### src/rtl/seg_pkg.sv
// Shared constants for the seven-segment scan driver: active-low glyph
// table, the all-dark code and segment bit positions within dispcode.
// Optional feature macro used by the top: SEG_LZ_SUPPRESS_EN.
package seg_pkg;

    // All segments and the decimal point dark (active-low outputs).
    localparam logic [7:0] SEG_OFF = 8'hFF;

    // Bit positions inside dispcode = {dp, g, f, e, d, c, b, a}.
    localparam int SEG_A  = 0;
    localparam int SEG_B  = 1;
    localparam int SEG_C  = 2;
    localparam int SEG_D  = 3;
    localparam int SEG_E  = 4;
    localparam int SEG_F  = 5;
    localparam int SEG_G  = 6;
    localparam int SEG_DP = 7;

    // Active-low glyphs with the decimal point dark.
    localparam logic [7:0] GLYPH_0 = 8'hC0;
    localparam logic [7:0] GLYPH_1 = 8'hF9;
    localparam logic [7:0] GLYPH_2 = 8'hA4;
    localparam logic [7:0] GLYPH_3 = 8'hB0;
    localparam logic [7:0] GLYPH_4 = 8'h99;
    localparam logic [7:0] GLYPH_5 = 8'h92;
    localparam logic [7:0] GLYPH_6 = 8'h82;
    localparam logic [7:0] GLYPH_7 = 8'hF8;
    localparam logic [7:0] GLYPH_8 = 8'h80;
    localparam logic [7:0] GLYPH_9 = 8'h90;
    localparam logic [7:0] GLYPH_A = 8'h88;
    localparam logic [7:0] GLYPH_B = 8'h83;
    localparam logic [7:0] GLYPH_C = 8'hC6;
    localparam logic [7:0] GLYPH_D = 8'hA1;
    localparam logic [7:0] GLYPH_E = 8'h86;
    localparam logic [7:0] GLYPH_F = 8'h8E;

    // Entry [n] holds the glyph for nibble n.
    localparam logic [15:0][7:0] GLYPH_TABLE = {
        GLYPH_F, GLYPH_E, GLYPH_D, GLYPH_C,
        GLYPH_B, GLYPH_A, GLYPH_9, GLYPH_8,
        GLYPH_7, GLYPH_6, GLYPH_5, GLYPH_4,
        GLYPH_3, GLYPH_2, GLYPH_1, GLYPH_0
    };

endpackage

### src/rtl/seg_glyph_rom.sv
// Combinational hex nibble to active-low {g,f,e,d,c,b,a} segment code.
// A single instance is shared by all digits through the scan mux.
module seg_glyph_rom
    import seg_pkg::*;
(
    input  logic [3:0] nibble,
    output logic [6:0] segs
);

    // Table lookup; the decimal point bit is handled by the scanner.
    always_comb begin
        segs = GLYPH_TABLE[nibble][6:0];
    end

endmodule

### src/rtl/seg_scan_driver.sv
// Time-multiplexed common-anode seven-segment driver. Latches a packed
// hex word with per-digit decimal-point and blank masks, scans one digit
// per SCAN_DIV-cycle slot with a one-cycle dark gap at the start of each
// slot, and drives registered active-low anodes and segment codes.
// Optional feature: define SEG_LZ_SUPPRESS_EN for leading-zero blanking.
//
// Capture strobe: load is a single-cycle qualifier with no back-pressure;
// on every rising edge with load=1 and reset=0 the shadow registers take
// data_in/dp_in/blank_in. Reset has priority over load.
module seg_scan_driver
    import seg_pkg::*;
#(
    parameter int N_DIGITS = 4,
    parameter int SCAN_DIV = 100000
) (
    input  logic                    clk,
    input  logic                    reset,
    input  logic                    load,
    input  logic [4*N_DIGITS-1:0]   data_in,
    input  logic [N_DIGITS-1:0]     dp_in,
    input  logic [N_DIGITS-1:0]     blank_in,
    output logic [N_DIGITS-1:0]     an,
    output logic [7:0]              dispcode,
    output logic                    frame_tick
);

    localparam int PCNT_W = $clog2(SCAN_DIV);
    localparam int IDX_W  = (N_DIGITS > 1) ? $clog2(N_DIGITS) : 1;
    localparam logic [PCNT_W-1:0] PCNT_LAST = PCNT_W'(SCAN_DIV - 1);
    localparam logic [IDX_W-1:0]  IDX_LAST  = IDX_W'(N_DIGITS - 1);

    logic [4*N_DIGITS-1:0] data_q;
    logic [N_DIGITS-1:0]   dp_q;
    logic [N_DIGITS-1:0]   blank_q;

    logic [PCNT_W-1:0]     pcnt;
    logic [IDX_W-1:0]      idx;

    logic [N_DIGITS-1:0]   lz_mask;

    logic [3:0]            nib_sel;
    logic                  dp_sel;
    logic                  blank_sel;
    logic                  lz_sel;
    logic [N_DIGITS-1:0]   an_sel;
    logic [6:0]            glyph_segs;

    logic [N_DIGITS-1:0]   an_next;
    logic [7:0]            disp_next;
    logic                  slot_end;
    logic                  frame_end;

    assign slot_end  = (pcnt == PCNT_LAST);
    assign frame_end = slot_end && (idx == IDX_LAST);

    // Shadow registers: the display only ever reads these.
    always_ff @(posedge clk) begin
        if (reset) begin
            data_q  <= '0;
            dp_q    <= '0;
            blank_q <= '0;
        end else if (load) begin
            data_q  <= data_in;
            dp_q    <= dp_in;
            blank_q <= blank_in;
        end
    end

    // Slot prescaler and digit index; index steps on the last slot cycle.
    always_ff @(posedge clk) begin
        if (reset) begin
            pcnt <= '0;
            idx  <= '0;
        end else begin
            if (slot_end) begin
                pcnt <= '0;
                if (idx == IDX_LAST) begin
                    idx <= '0;
                end else begin
                    idx <= idx + 1'b1;
                end
            end else begin
                pcnt <= pcnt + 1'b1;
            end
        end
    end

`ifdef SEG_LZ_SUPPRESS_EN
    logic still_leading;

    // Leading-zero mask: walk down from the top digit while nibbles are
    // zero with no decimal point; digit 0 is always shown.
    always_comb begin
        lz_mask       = '0;
        still_leading = 1'b1;
        for (int k = N_DIGITS - 1; k >= 1; k--) begin
            if (still_leading && (data_q[4*k +: 4] == 4'h0) && !dp_q[k]) begin
                lz_mask[k] = 1'b1;
            end else begin
                still_leading = 1'b0;
            end
        end
    end
`else
    assign lz_mask = '0;
`endif

    // Select the active digit's shadow fields and its anode pattern.
    always_comb begin
        nib_sel   = '0;
        dp_sel    = 1'b0;
        blank_sel = 1'b0;
        lz_sel    = 1'b0;
        an_sel    = '1;
        for (int k = 0; k < N_DIGITS; k++) begin
            if (idx == IDX_W'(k)) begin
                nib_sel   = data_q[4*k +: 4];
                dp_sel    = dp_q[k];
                blank_sel = blank_q[k];
                lz_sel    = lz_mask[k];
                an_sel[k] = 1'b0;
            end
        end
    end

    seg_glyph_rom u_glyph_rom (
        .nibble (nib_sel),
        .segs   (glyph_segs)
    );

    // Next output values: dark gap on the slot's first cycle, else glyph.
    always_comb begin
        an_next   = (pcnt == '0) ? '1 : an_sel;
        disp_next = SEG_OFF;
        if ((pcnt != '0) && !blank_sel && !lz_sel) begin
            disp_next         = {1'b1, glyph_segs};
            disp_next[SEG_DP] = ~dp_sel;
        end
    end

    // Registered pin outputs.
    always_ff @(posedge clk) begin
        if (reset) begin
            an         <= '1;
            dispcode   <= SEG_OFF;
            frame_tick <= 1'b0;
        end else begin
            an         <= an_next;
            dispcode   <= disp_next;
            frame_tick <= frame_end;
        end
    end

endmodule

### config.mk
export PLATFORM = sky130hd
export DESIGN_NAME = seg_scan_driver
export DESIGN_NICKNAME = d
export VERILOG_FILES = /design/src/rtl/seg_pkg.sv /design/src/rtl/seg_glyph_rom.sv /design/src/rtl/seg_scan_driver.sv
export SDC_FILE = /design/constraint.sdc
export NUM_CORES = 1
export LEC_CHECK = 0
export ABC_AREA = 1
export BUFFER_PORTS_ARGS = -buffer_cell sky130_fd_sc_hd__buf_2
export CORE_UTILIZATION = 55
export CTS_CLUSTER_DIAMETER = 200
export DETAILED_ROUTE_END_ITERATION = 16
export PLACE_DENSITY = 0.77
export SYNTH_ARGS = -nofsm -noshare
export SYNTH_HDL_FRONTEND = slang
export SYNTH_SLANG_ARGS = --single-unit
export TNS_END_PERCENT = 30
### constraint.sdc
create_clock -name clk -period 2.1 [get_ports clk]
set_input_delay 0.525 -clock clk [delete_from_list [all_inputs] [get_ports clk]]
set_output_delay 0.525 -clock clk [all_outputs]
set_load 0.01 [all_outputs]
Word-level counts from Yosys, hierarchy flattened --
Memories as Yosys holds them, arrays and structs flattened. A register that Yosys moved wholly into a read port is not among the register bits. Cells that the tools add are included.
Cells by class: add/sub/neg operators 2, order comparisons 1, equal/unequal tests 4, multiplexer cells 18, bitwise operators 2, reduce and logical (&&, ||, !) cells 9
Operator list (number):
- $add 17x1->17 const B | 1
- $eq 17x17->1 const B | 1
- $logic_not 17->1 | 1
- $reduce_bool 17->1 | 1
- $mux 4 | 4
- $mux 1 | 12
- $mux 7 | 1
- $reduce_or 2->1 | 3
- $lt 4x5->1 const B | 1
- $eq 2x2->1 const B | 2
- $add 2x1->2 const B | 1
- $eq 2x1->1 const B | 1
- $logic_and 1x1->1 | 2
- $logic_not 2->1 | 1
- $mux 2 | 1
- $not 1->1 | 2
- $logic_not 1->1 | 1
Word-level totals: register bits 56, ROM bits 128, output and inout bits 13, logic and storage cells 45, memories kept 1
Memories:
- (name not given) | depth 16, bits a word 8, read ports 1, clocked after Yosys merged registers in 1, write ports 0, line seg_glyph_rom.sv:12 | segs = GLYPH_TABLE[nibble][6:0];

Logic depth before layout (Yosys ltp) --
depth after elaboration 9, depth in mapped cells 13, depth with buffers taken out 13

Cells and area by module --
From an unflattened synthesis, not the netlist that was laid out.
Unflattened totals: cells, all modules 398, area total of the unflattened synthesis 2747.6 µm²
By module, submodules not included:
- seg_scan_driver | times used 1, cells each 349, area each 2473.6 µm², seq. area each 1121.1 µm²
- seg_glyph_rom | times used 1, cells each 49, area each 274.0 µm², seq. area each 0.0 µm²

Least setup slack after synthesis --
OpenSTA, ideal clock, no wires.
kind register to register, start register idx[0], end register dispcode[3], arrival time 1.696 ns, data required time 1.980 ns, setup slack 0.283 ns, stages on the path, launching flop included 12, buffers on the path 0, clock period less this slack 1.817 ns, cells stage by stage dfxtp_1 -> inv_1 -> ha_1 -> a21oi_1 -> nand2_1 -> a21boi_2 -> inv_1 -> ha_1 -> nand3_1 -> nand3_1 -> nand2_1 -> nand2_1
Between the ends: cells in the longest elaborated chain, start to end 9, elaborated cells between the ends (all ways) 16, those cells by class eq/ne: 3; mux: 8; bitwise: 1; reduce/logical: 4
RTL lines:
- from (decl) | line seg_scan_driver.sv:37 | logic [IDX_W-1:0] idx;
- from (signal assigned) | line seg_scan_driver.sv:80 | idx <= idx + 1'b1;
- $logic_not 2->1 | line seg_scan_driver.sv:116 | if (idx == IDX_W'(k)) begin
- $mux 1 (4 in a row) | line seg_scan_driver.sv:116
- $logic_not 1->1 | line seg_scan_driver.sv:135 | if ((pcnt != '0) && !blank_sel && !lz_sel) begin
- $logic_and 1x1->1 | line seg_scan_driver.sv:135
- $not 1->1 (no line)
- $reduce_or 2->1 (no line)
- to (decl) | line seg_scan_driver.sv:23 | output logic [7:0] dispcode,
Several ways; a longest one is shown, not always the timed one. A chain may end at the register's enable or synchronous reset.

Worst setup path after layout --
start register idx[1], end register dispcode[3]
The elaborated chain is that of the path after synthesis.

==> run metrics <==
Fin Setup TNS 0 ns; internal power 1.55 mW; FP Rows 25; post-synth top area cell dfxtp_1; clk slew on worst S/H paths about 0.090 ns; CTS Buf Count 5; pre-CTS setup slack 0.143 ns; min Tclk post-route around 1.9 ns; Startpoint Class flip-flop; register area 0.00112 sq mm; clk sinks 56; pin count of the biggest net entering global routing 21; clk_lat worst skew 0.30 ns; FMAX around 0.52 GHz; Antenna Nets Post-Route 0; # hold bufs at CTS 0; Port Buffers 39; VDD IR max 0.321 mV; crit-path max FO 7; Die Width 73.1 um; Inserted Diodes 0; GRT Total Usage 23.9%; synth unique cells 31; vias in the first global route 2257; Seq pwr share approximately 56%; switch share roughly 24%; average wire per standard cell 12.0 um; DRT Pass-1 Iters 4; fin worst setup slack between 0.15 and 0.2 ns; Non-Filler Instances 494; Placed Area 0.00304 sq mm; top cells by area, synth dfxtp_1 (40%), nor2_1 (9.6%), nand2_1 (9.2%), nand3_1 (6.1%), ha_1 (5.4%); CTS tree built; via count 2541; Comb pwr share about 12%; period utilisation layout 91.1%; WP data arrival 2.11 ns; Crit path required time 2.30 ns; worst relative slew slack 60.3%; Area Growth Syn to Fin 13.3%; Seq cells post-synth 56; initial antenna violation count 0; WS Path Type flip-flop to flip-flop; dpl hpwl approximately 4500 um; CTS root buf clkbuf_8; Die H 73.1 um; CP Cell Sequence inv_1, ha_2, inv_2, nand3_1, nand2_1, a21boi_2, inv_1, ha_1, nand3_1, nand3_1, nand2_1, nand2_1; CTS resizes 0; post-route cell area between 0.003 and 0.004 sq mm; GPL Wtd Cong 0.972; Worst Tran Pin Value 0.595 ns; Max stage delay on crit path roughly 0.34 ns; final setup violation count 0; status complete, no violations; Final Hold Fails 0; Ys Warns 0; core area 0.00479 sq mm; path category of the worst min-delay check input pin to flip-flop; Syn Std Cell Area approximately 0.0028 sq mm; Final nets 467; Slew Limit Fails 0; Top Ports 40; Seq/Total Area, Yosys 40.3%; placed insts 488; post-synth net total 426; Mapped Avg Cell Area 7.19 sq um; total gr overflow 0; first-pass GRT wire length 9870 um; RSZ-0062 raised after global routing false; Max-cap violations 0; P per Cell Area 647 mW/mm^2; Filler Cells Inserted about 450; Setup Fix Bufs, Post-CTS 0; CP Capture Type flip-flop; DRC 0; vias per cell between 5 and 6; final WL 5920 um; Psw 0.492 mW; H-tree depth 2; critical path's slowest cell dfxtp_1; multi-input logic area roughly 0.0014 sq mm; Post-Route Skew about 0.0057 ns; clock buffer depth 2; P_leak approximately 1.3 nW; Die Area 0.00535 sq mm; Clk pwr share 32.8%; share of post-route cells with drive strength above 1 around 20%; Starting DRT DRC Count 144; FF-to-FF setup slack between 0.15 and 0.2 ns; Yosys top cell area share 40.3%; synthesized instance count ~390; Initial Util 58.2%; Power Total between 2 and 2.5 mW
## worst max-delay path, delay by kind of cell, from the launching register on
family,cells,cell delay [ns]
AO/OA/AOI/OAI,1,0.20
adder cells (fa/ha/maj),2,0.49
buffers and inverters,3,0.31
flip-flops,1,0.34
AND/OR/NAND/NOR,6,0.47
## power by group through the flow
stage / Sequential (mW) / Clock [mW] / Combinational [mW]
after detailed placement: 1.16 / 0 / 0.232
final: 1.14 / 0.668 / 0.234
after global placement: 1.16 / 0 / 0.229
after global routing: 1.14 / 0.726 / 0.266
after CTS: 1.14 / 0.685 / 0.234
after floorplan: 1.16 / 0 / 0.151
## logic make-up after synthesis
family / share of synthesized area, %
compound gates: 10.5
xor+xnor: 0.944
fa+ha+maj: 5.39
buf+inv: 8.22
flops: 40.3
simple gates: 34.7
## synth_stat cells
master	number
buf_2	6
a21oi_2	4
or2_1	1
nor2_1	71
o211ai_1	2
nor4_1	2
nor3_2	1
nor3_4	1
buf_1	1
xnor2_1	1
nand3_1	34
and3_4	1
buf_12	1
nand4_1	9
nand2_2	4
o21ai_0	30
nand3_4	1
nand2_1	68
nor2_4	2
nand2_4	3
inv_1	39
dfxtp_1	56
a21boi_2	1
nor2_2	6
ha_1	12
xor2_1	2
inv_2	3
nor3_1	5
inv_4	1
a21oi_1	16
clkbuf_1	3
## through the flow
stage          utilization [%]  hold slack (ns)
2_1_floorplan                -            0.428
3_3_place_gp              63.6            0.450
3_5_place_dp              63.6            0.453
4_1_cts                   65.6            0.435
5_1_grt                   65.9            0.435
6_report                  65.9            0.439
## layout by cell type (no fill, tap or decap), drive strengths merged
| cell | instances |
|---|---|
| inv | 43 |
| dfxtp | 56 |
| bufinv | 1 |
| a21oi | 20 |
| and3 | 1 |
| or2 | 1 |
| nor4 | 2 |
| a21boi | 1 |
| o21ai | 30 |
| nor2 | 79 |
| nand3 | 35 |
| clkbuf | 5 |
| o211ai | 2 |
| nand2 | 75 |
| nor3 | 7 |
| nand4 | 9 |
| xnor2 | 1 |
| xor2 | 2 |
| ha | 12 |
| buf | 45 |
## sequential cells by signal, indices dropped and copies added, names as in the netlist
| register | flops |
|---|---|
| pcnt | 17 |
| data_q | 16 |
| dispcode | 8 |
| an | 4 |
| blank_q | 4 |
| dp_q | 4 |
| idx | 2 |
| frame_tick | 1 |
## worst paths after layout
check | start | end | cells past startpoint
max reg2reg | idx[1] | dispcode[3] | 12
min reg2reg | dp_q[1] | dp_q[1] | 2
min | data_in[13] | data_q[13] | 3
max | idx[1] | dispcode[3] | 12
## final cells by class
class                      count  area share, %
inverter                      43           5.20
sequential                    56           35.6
clock inverter                 1          0.952
tap                           67           2.66
timing repair buffer          45           7.62
multi-input combinational    277           45.8
clock buffer                   5           2.18
## per-layer routing
metal / part of all wire [%] / GRT usage, % / up-vias / wire length, um
met3: 4.8 / 5.39 / 11 / 283
met5: 0 / 0 / - / 0
met1: 48 / 30.4 / 1151 / 2810
li1: - / - / 1319 / -
met4: 1.6 / 8.06 / 0 / 97
met2: 46 / 39.8 / 60 / 2720
Note: power is estimated with default switching activity, not from simulation.
